### src/rtl/dsky_tx_scheduler_pkg.sv
// Shared types and constants for the DSKY/telemetry
// UART transmit scheduler.
package io_pkg;

  typedef enum logic [1:0] {
    IDLE,
    HDR,
    HI,
    LO
  } tx_sched_state_t;

  localparam logic [2:0] FRAME_TAG = 3'b101;
  localparam int         WORD_W    = 15;

  function automatic logic [7:0] hdr_byte(
    input logic [4:0] gid
  );
    return {FRAME_TAG, gid};
  endfunction

endpackage

### src/rtl/dsky_tx_scheduler_if.sv
// Byte-wide valid/ready link from the scheduler
// to the UART transmitter.
interface dsky_tx_if;

  logic [7:0] tx_byte;
  logic       tx_valid;
  logic       tx_ready;

  modport master (
    output tx_byte,
    output tx_valid,
    input  tx_ready
  );

  modport slave (
    input  tx_byte,
    input  tx_valid,
    output tx_ready
  );

endinterface

### src/rtl/dsky_tx_scheduler_rr_arbiter.sv
// Round-robin grant: first request at or after ptr,
// wrapping, via a double-width masked priority encoder.
module rr_arbiter #(
  parameter int NCHAN  = 5,
  parameter int CHAN_W = $clog2(NCHAN)
) (
  input  logic [NCHAN-1:0]  req,
  input  logic [CHAN_W-1:0] ptr,
  output logic              gnt_valid,
  output logic [CHAN_W-1:0] gnt_idx
);

  logic [2*NCHAN-1:0] w_req2;
  logic [2*NCHAN-1:0] w_mask;
  logic [2*NCHAN-1:0] w_masked;
  logic               w_found;

  always_comb begin
    w_req2 = {req, req};
    w_mask = '0;
    for (int k = 0; k < 2*NCHAN; k++) begin
      w_mask[k] = (k >= int'(ptr));
    end
    w_masked = w_req2 & w_mask;
  end

  // The upper copy guarantees a hit past ptr,
  // which is how the search wraps.
  always_comb begin
    gnt_valid = |req;
    gnt_idx   = '0;
    w_found   = 1'b0;
    for (int k = 0; k < 2*NCHAN; k++) begin
      if (w_masked[k] && !w_found) begin
        w_found = 1'b1;
        if (k >= NCHAN) begin
          gnt_idx = CHAN_W'(k - NCHAN);
        end else begin
          gnt_idx = CHAN_W'(k);
        end
      end
    end
  end

endmodule

### src/rtl/dsky_tx_scheduler.sv
// Coalesces per-channel output writes and sends the
// newest value of each as a 3-byte UART frame.
module dsky_tx_scheduler
  import io_pkg::*;
#(
  parameter int NCHAN  = 5,
  parameter int CHAN_W = $clog2(NCHAN)
) (
  input  logic                    clock,
  input  logic                    reset,
  input  logic [NCHAN-1:0]        chan_we,
  input  logic [NCHAN*WORD_W-1:0] chan_wdata,
  dsky_tx_if.master               tx,
  output logic                    busy,
  output logic [NCHAN-1:0]        pending,
  output logic [7:0]              overwrite_count
);

  tx_sched_state_t r_state;
  tx_sched_state_t w_next;

  logic [WORD_W-1:0] r_value [NCHAN];
  logic [NCHAN-1:0]  r_pending;
  logic [WORD_W-1:0] r_snap;
  logic [CHAN_W-1:0] r_gid;
  logic [CHAN_W-1:0] r_ptr;
  logic [7:0]        r_ovw;

  logic              w_gnt_valid;
  logic [CHAN_W-1:0] w_gnt_idx;
  logic              w_grant;
  logic              w_xfer;
  logic [5:0]        w_ovw_inc;
  logic [9:0]        w_ovw_sum;

  rr_arbiter #(
    .NCHAN  (NCHAN),
    .CHAN_W (CHAN_W)
  ) u_arb (
    .req       (r_pending),
    .ptr       (r_ptr),
    .gnt_valid (w_gnt_valid),
    .gnt_idx   (w_gnt_idx)
  );

  assign w_grant = (r_state == IDLE) && w_gnt_valid;
  assign w_xfer  = (r_state != IDLE) && tx.tx_ready;

  // State register
  always_ff @(posedge clock) begin
    if (reset) begin
      r_state <= IDLE;
    end else begin
      r_state <= w_next;
    end
  end

  always_comb begin
    w_next = r_state;
    unique case (r_state)
      IDLE: if (w_gnt_valid) w_next = HDR;
      HDR:  if (w_xfer) w_next = HI;
      HI:   if (w_xfer) w_next = LO;
      LO:   if (w_xfer) w_next = IDLE;
      default: w_next = IDLE;
    endcase
  end

  always_comb begin
    tx.tx_valid = 1'b0;
    tx.tx_byte  = 8'h00;
    busy        = (r_state != IDLE);
    unique case (r_state)
      IDLE: ;
      HDR: begin
        tx.tx_valid = 1'b1;
        tx.tx_byte  = hdr_byte(5'(r_gid));
      end
      HI: begin
        tx.tx_valid = 1'b1;
        tx.tx_byte  = {1'b0, r_snap[14:8]};
      end
      LO: begin
        tx.tx_valid = 1'b1;
        tx.tx_byte  = r_snap[7:0];
      end
      default: ;
    endcase
  end

  // A write on the grant cycle keeps pending set so
  // the new value follows in a later frame.
  always_ff @(posedge clock) begin
    if (reset) begin
      r_pending <= '0;
      for (int i = 0; i < NCHAN; i++) begin
        r_value[i] <= '0;
      end
    end else begin
      for (int i = 0; i < NCHAN; i++) begin
        if (chan_we[i]) begin
          r_value[i]   <= chan_wdata[i*WORD_W +: WORD_W];
          r_pending[i] <= 1'b1;
        end else if (w_grant &&
                     w_gnt_idx == CHAN_W'(i)) begin
          r_pending[i] <= 1'b0;
        end
      end
    end
  end

  always_ff @(posedge clock) begin
    if (reset) begin
      r_snap <= '0;
      r_gid  <= '0;
      r_ptr  <= '0;
    end else begin
      if (w_grant) begin
        r_snap <= r_value[w_gnt_idx];
        r_gid  <= w_gnt_idx;
      end
      if (r_state == LO && w_xfer) begin
        if (r_gid == CHAN_W'(NCHAN - 1)) begin
          r_ptr <= '0;
        end else begin
          r_ptr <= r_gid + CHAN_W'(1);
        end
      end
    end
  end

  always_comb begin
    w_ovw_inc = '0;
    for (int i = 0; i < NCHAN; i++) begin
      if (chan_we[i] && r_pending[i] &&
          !(w_grant && w_gnt_idx == CHAN_W'(i))) begin
        w_ovw_inc = w_ovw_inc + 6'd1;
      end
    end
    w_ovw_sum = {2'b00, r_ovw} + {4'b0000, w_ovw_inc};
  end

  always_ff @(posedge clock) begin
    if (reset) begin
      r_ovw <= '0;
    end else if (w_ovw_sum > 10'd255) begin
      r_ovw <= 8'hFF;
    end else begin
      r_ovw <= w_ovw_sum[7:0];
    end
  end

  assign pending         = r_pending;
  assign overwrite_count = r_ovw;

endmodule

### src/flat_wrapper.sv
// flat-port wrapper written by rule: the top's interface ports become plain ports
module dsky_tx_scheduler_flat import io_pkg::*;
#(
  parameter int NCHAN  = 5,
  parameter int CHAN_W = $clog2(NCHAN)
)
  (clock, reset, chan_we, chan_wdata, busy, pending, overwrite_count, tx_tx_byte, tx_tx_valid, tx_tx_ready);
  dsky_tx_if tx_i ();
  input  logic clock;
  input  logic reset;
  input  logic [NCHAN-1:0] chan_we;
  input  logic [NCHAN*WORD_W-1:0] chan_wdata;
  output logic busy;
  output logic [NCHAN-1:0] pending;
  output logic [7:0] overwrite_count;
  output wire logic [$bits(tx_i.tx_byte)-1:0] tx_tx_byte;
  output wire logic [$bits(tx_i.tx_valid)-1:0] tx_tx_valid;
  input wire logic [$bits(tx_i.tx_ready)-1:0] tx_tx_ready;
  assign tx_tx_byte = tx_i.tx_byte;
  assign tx_tx_valid = tx_i.tx_valid;
  assign tx_i.tx_ready = tx_tx_ready;
  dsky_tx_scheduler #(.NCHAN(NCHAN), .CHAN_W(CHAN_W)) u_core (.clock(clock), .reset(reset), .chan_we(chan_we), .chan_wdata(chan_wdata), .tx(tx_i), .busy(busy), .pending(pending), .overwrite_count(overwrite_count));
endmodule
### config.mk
export PLATFORM = sky130hd
export DESIGN_NAME = dsky_tx_scheduler_flat
export DESIGN_NICKNAME = d
export VERILOG_FILES = /design/src/rtl/dsky_tx_scheduler_pkg.sv /design/src/rtl/dsky_tx_scheduler_if.sv /design/src/rtl/dsky_tx_scheduler_rr_arbiter.sv /design/src/rtl/dsky_tx_scheduler.sv /design/src/flat_wrapper.sv
export SDC_FILE = /design/constraint.sdc
export NUM_CORES = 1
export LEC_CHECK = 0
export CAP_MARGIN = 20
export CORE_MARGIN = 5
export CORE_UTILIZATION = 53
export DETAILED_ROUTE_END_ITERATION = 10
export MAX_ROUTING_LAYER = met4
export PLACE_DENSITY_LB_ADDON = 0.12
export SLEW_MARGIN = 10
export SYNTH_ARGS = -nofsm -noshare
export SYNTH_HDL_FRONTEND = slang
export SYNTH_SLANG_ARGS = --single-unit
### constraint.sdc
create_clock -name clock -period 6.4 [get_ports clock]
set_clock_uncertainty 0.15 [all_clocks]
set_input_delay 0.96 -clock clock [delete_from_list [all_inputs] [get_ports clock]]
set_output_delay 0.96 -clock clock [all_outputs]
set_load 0.02 [all_outputs]
==> flow_metrics.tcl <==
set metrics [dict create \
    status "completed" \
    grt_pass1_vias 4513 \
    multiInputGateArea_um2 2470 \
    clock_latency_ps 380 \
    async_reset_ff_share_pct 0 \
    die_y_um 113 \
    syn_area_per_cell_um2 10.1 \
    gp_congestion 0.949 \
    setup_violations 0 \
    antenna_found_initial 0 \
    post_cts_buffers 0 \
    period_minus_slack_ps 5670 \
    final-seq-area_um2 2970 \
    drt_iter0_drc 406 \
    fin_crit_sh_pct 88.6 \
    cts_resized 0 \
    cap_violations 0 \
    yosysSeqAreaShare_pct 52.4 \
    cts_made_buffers 9 \
    startpoint_type "flop" \
    finalWirelength_um 14100 \
    clk_pin_slew_worst_paths_ps 120 \
    start_util_pct 54.7 \
    h-tree-depth 3 \
    powerDensity_nw_per_um2 289 \
    dr.pass1.iters 5 \
    synth_top_cells_by_count "and2_1 (75), edfxtp_1 (75), nand2_1 (69)" \
    rsz0062_at_grt "no" \
    yosysTopAreaCell "edfxtp_1" \
    syn_inst 560 \
    crit_path_max_fanout 21 \
    max_slew_margin_pct 32.6 \
    grt_max_degree 76 \
    die_x_um 113 \
    required_ps 6560 \
    p_leak_nw 2.62 \
    crit_type "flop to flop" \
    postRouteAntennaNets 0 \
    place_hpwl_um 10500 \
    synth-edff-count 75 \
    worstMarginPinSlew_ps 1010 \
    antenna_cells 0 \
    clockBufferDepth 2 \
    viasPerCell 5.74 \
    final_max_slew_viol_count 0 \
    synth_top_area_share_pct 39.7 \
    layout.cells.non_filler 788 \
    ir_worst_vdd_mv 0.130 \
    syn_nets 660 \
    arrival_ps 5840 \
    num_rows 37 \
    coreArea_um2 10400 \
    worst_setup_path_end_kind "flop" \
    ios 106 \
    io_buffers 105 \
    grt_pass1_wl_um 22600 \
    dr_total_vias 4521 \
    die_area_um2 12900 \
    gr-total-overflow 0 \
    fin_nets 747 \
    area_growth_pct 23.4 \
    dp.cells 772 \
    hold_viol 0 \
    drc 0 \
    fillers 798 \
    max_freq_mhz 176 \
    holdCritPathClass "flop to flop" \
    synthFlopType "edfxtp_1" \
    cts_num_sinks 111 \
    holdBufCountCts 0 \
    final.setup.tns_ps 0 \
    synth.area.top_cells "edfxtp_1 (40%), dfxtp_1 (13%), and2_1 (8.3%), nand2_1 (4.6%), ha_1 (3.5%)" \
    utilization_pct 67.4 \
    synth.distinct_cells 63 \
    wire_per_inst_um 17.8 \
    netlist_area_um2 5670 \
    drive_gt1_share_pct 6.75 \
    grt_usage_pct 22.8 \
    cts_root_buf "clkbuf_8" \
    synth_seq_cells 111 \
    yosys_warnings 0 \
    cts_tree "done" \
]
==> metrics by stage <==
stage          power (mW)  worst slack [ps]  hold WS (ps)  area, um^2
4_1_cts              2.02               775           340        6990
6_report             2.02               727           341        6990
3_3_place_gp         1.59              1080           316        6800
2_1_floorplan        1.35              1460           305        5670
5_1_grt              2.12              88.7           362        6990
3_5_place_dp         1.61               788           325        6800
==> final timing paths <==
kind                                                    start                                    to  slack, ps  depth (start not counted)
worst max-delay path             u_core.r_ptr[0]$_SDFFE_PP0P_  u_core.overwrite_count[5]$_SDFF_PP0_        730                         20
worst min-delay path            u_core.r_snap[0]$_SDFFE_PP0P_         u_core.r_snap[0]$_SDFFE_PP0P_        340                          2
worst max register to register   u_core.r_ptr[0]$_SDFFE_PP0P_  u_core.overwrite_count[5]$_SDFF_PP0_        730                         20
worst min register to register  u_core.r_snap[0]$_SDFFE_PP0P_         u_core.r_snap[0]$_SDFFE_PP0P_        340                          2
==> cell families after synthesis <==
family	count (synthesis)	synth area share, %
multiplexers	6	1.06
buffers and inverters	57	4.15
flip-flops	111	52.4
XOR/XNOR	7	1.08
AND/OR/NAND/NOR	238	21.7
AO/OA/AOI/OAI	123	15.6
adder cells (fa/ha/maj)	17	3.88
other	1	0.0661
==> final cells by class <==
type                       count  area share [%]
timing repair buffer         112            15.8
clock inverter                 7            1.02
tap                          136            2.43
multi-input combinational    392            35.4
sequential                   111            42.5
inverter                      21            1.13
clock buffer                   9            1.77
==> report_power, final <==
| group | internal [mW] | switching [mW] | total [mW] |
|---|---|---|---|
| registers | 0.870 | 0.0626 | 0.932 |
| clock network | 0.156 | 0.265 | 0.421 |
| logic | 0.273 | 0.397 | 0.670 |
| total | 1.30 | 0.725 | 2.02 |
==> sequential cells by signal, summed over array words and instances, names as in the netlist <==
signal and flops:
u_core.r_ptr 3, u_core.r_snap 15, u_core.r_value 75, u_core.overwrite_count 8
u_core.r_gid 3, u_core.pending 5, u_core.r_state 2
==> layout by cell type (no fill, tap or decap), types with 3 or more instances in the layout <==
| master | count |
|---|---|
| xor2_1 | 4 |
| o221ai_1 | 13 |
| nand2_1 | 69 |
| o21ai_1 | 5 |
| a21o_1 | 5 |
| dfxtp_1 | 36 |
| a222oi_1 | 3 |
| edfxtp_1 | 75 |
| clkdlybuf4s50_1 | 105 |
| and3_1 | 4 |
| ha_1 | 16 |
| nor3_1 | 9 |
| nand2b_1 | 5 |
| a211oi_1 | 4 |
| inv_8 | 3 |
| inv_1 | 21 |
| mux2i_1 | 6 |
| a21oi_1 | 23 |
| and2_1 | 75 |
| clkbuf_8 | 9 |
| a31oi_1 | 27 |
| or2_2 | 6 |
| nor2b_1 | 4 |
| buf_4 | 7 |
| a22oi_1 | 4 |
| a311oi_1 | 3 |
| nor2_1 | 34 |
| xnor2_1 | 3 |
| o21bai_1 | 3 |
| nand3_1 | 17 |
| o21ai_0 | 10 |
==> worst max-delay path, cell delays in order (launching register included) <==
cell,delay [ps]
dfxtp_1,590
nor2b_1,120
o21bai_1,250
a32oi_2,210
nor2_2,680
nor2_1,160
nand2_1,130
nand3_1,110
ha_1,440
nand2b_1,220
mux2i_1,380
nor2_1,100
ha_1,290
nand2_1,70
o31a_1,140
fa_1,450
nor2b_1,180
a221oi_1,130
o21bai_1,260
nand4_1,310
a21oi_1,250
==> per-layer routing <==
layer | GRT usage [%] | up-vias | wire, um
met1 | 28.6 | 2113 | 5840
met2 | 37.0 | 192 | 6940
li1 | - | 2182 | -
met3 | 3.18 | 34 | 789
met4 | 10.0 | 0 | 485
met5 | - | - | 0
Power figures use the tool's default switching activity.
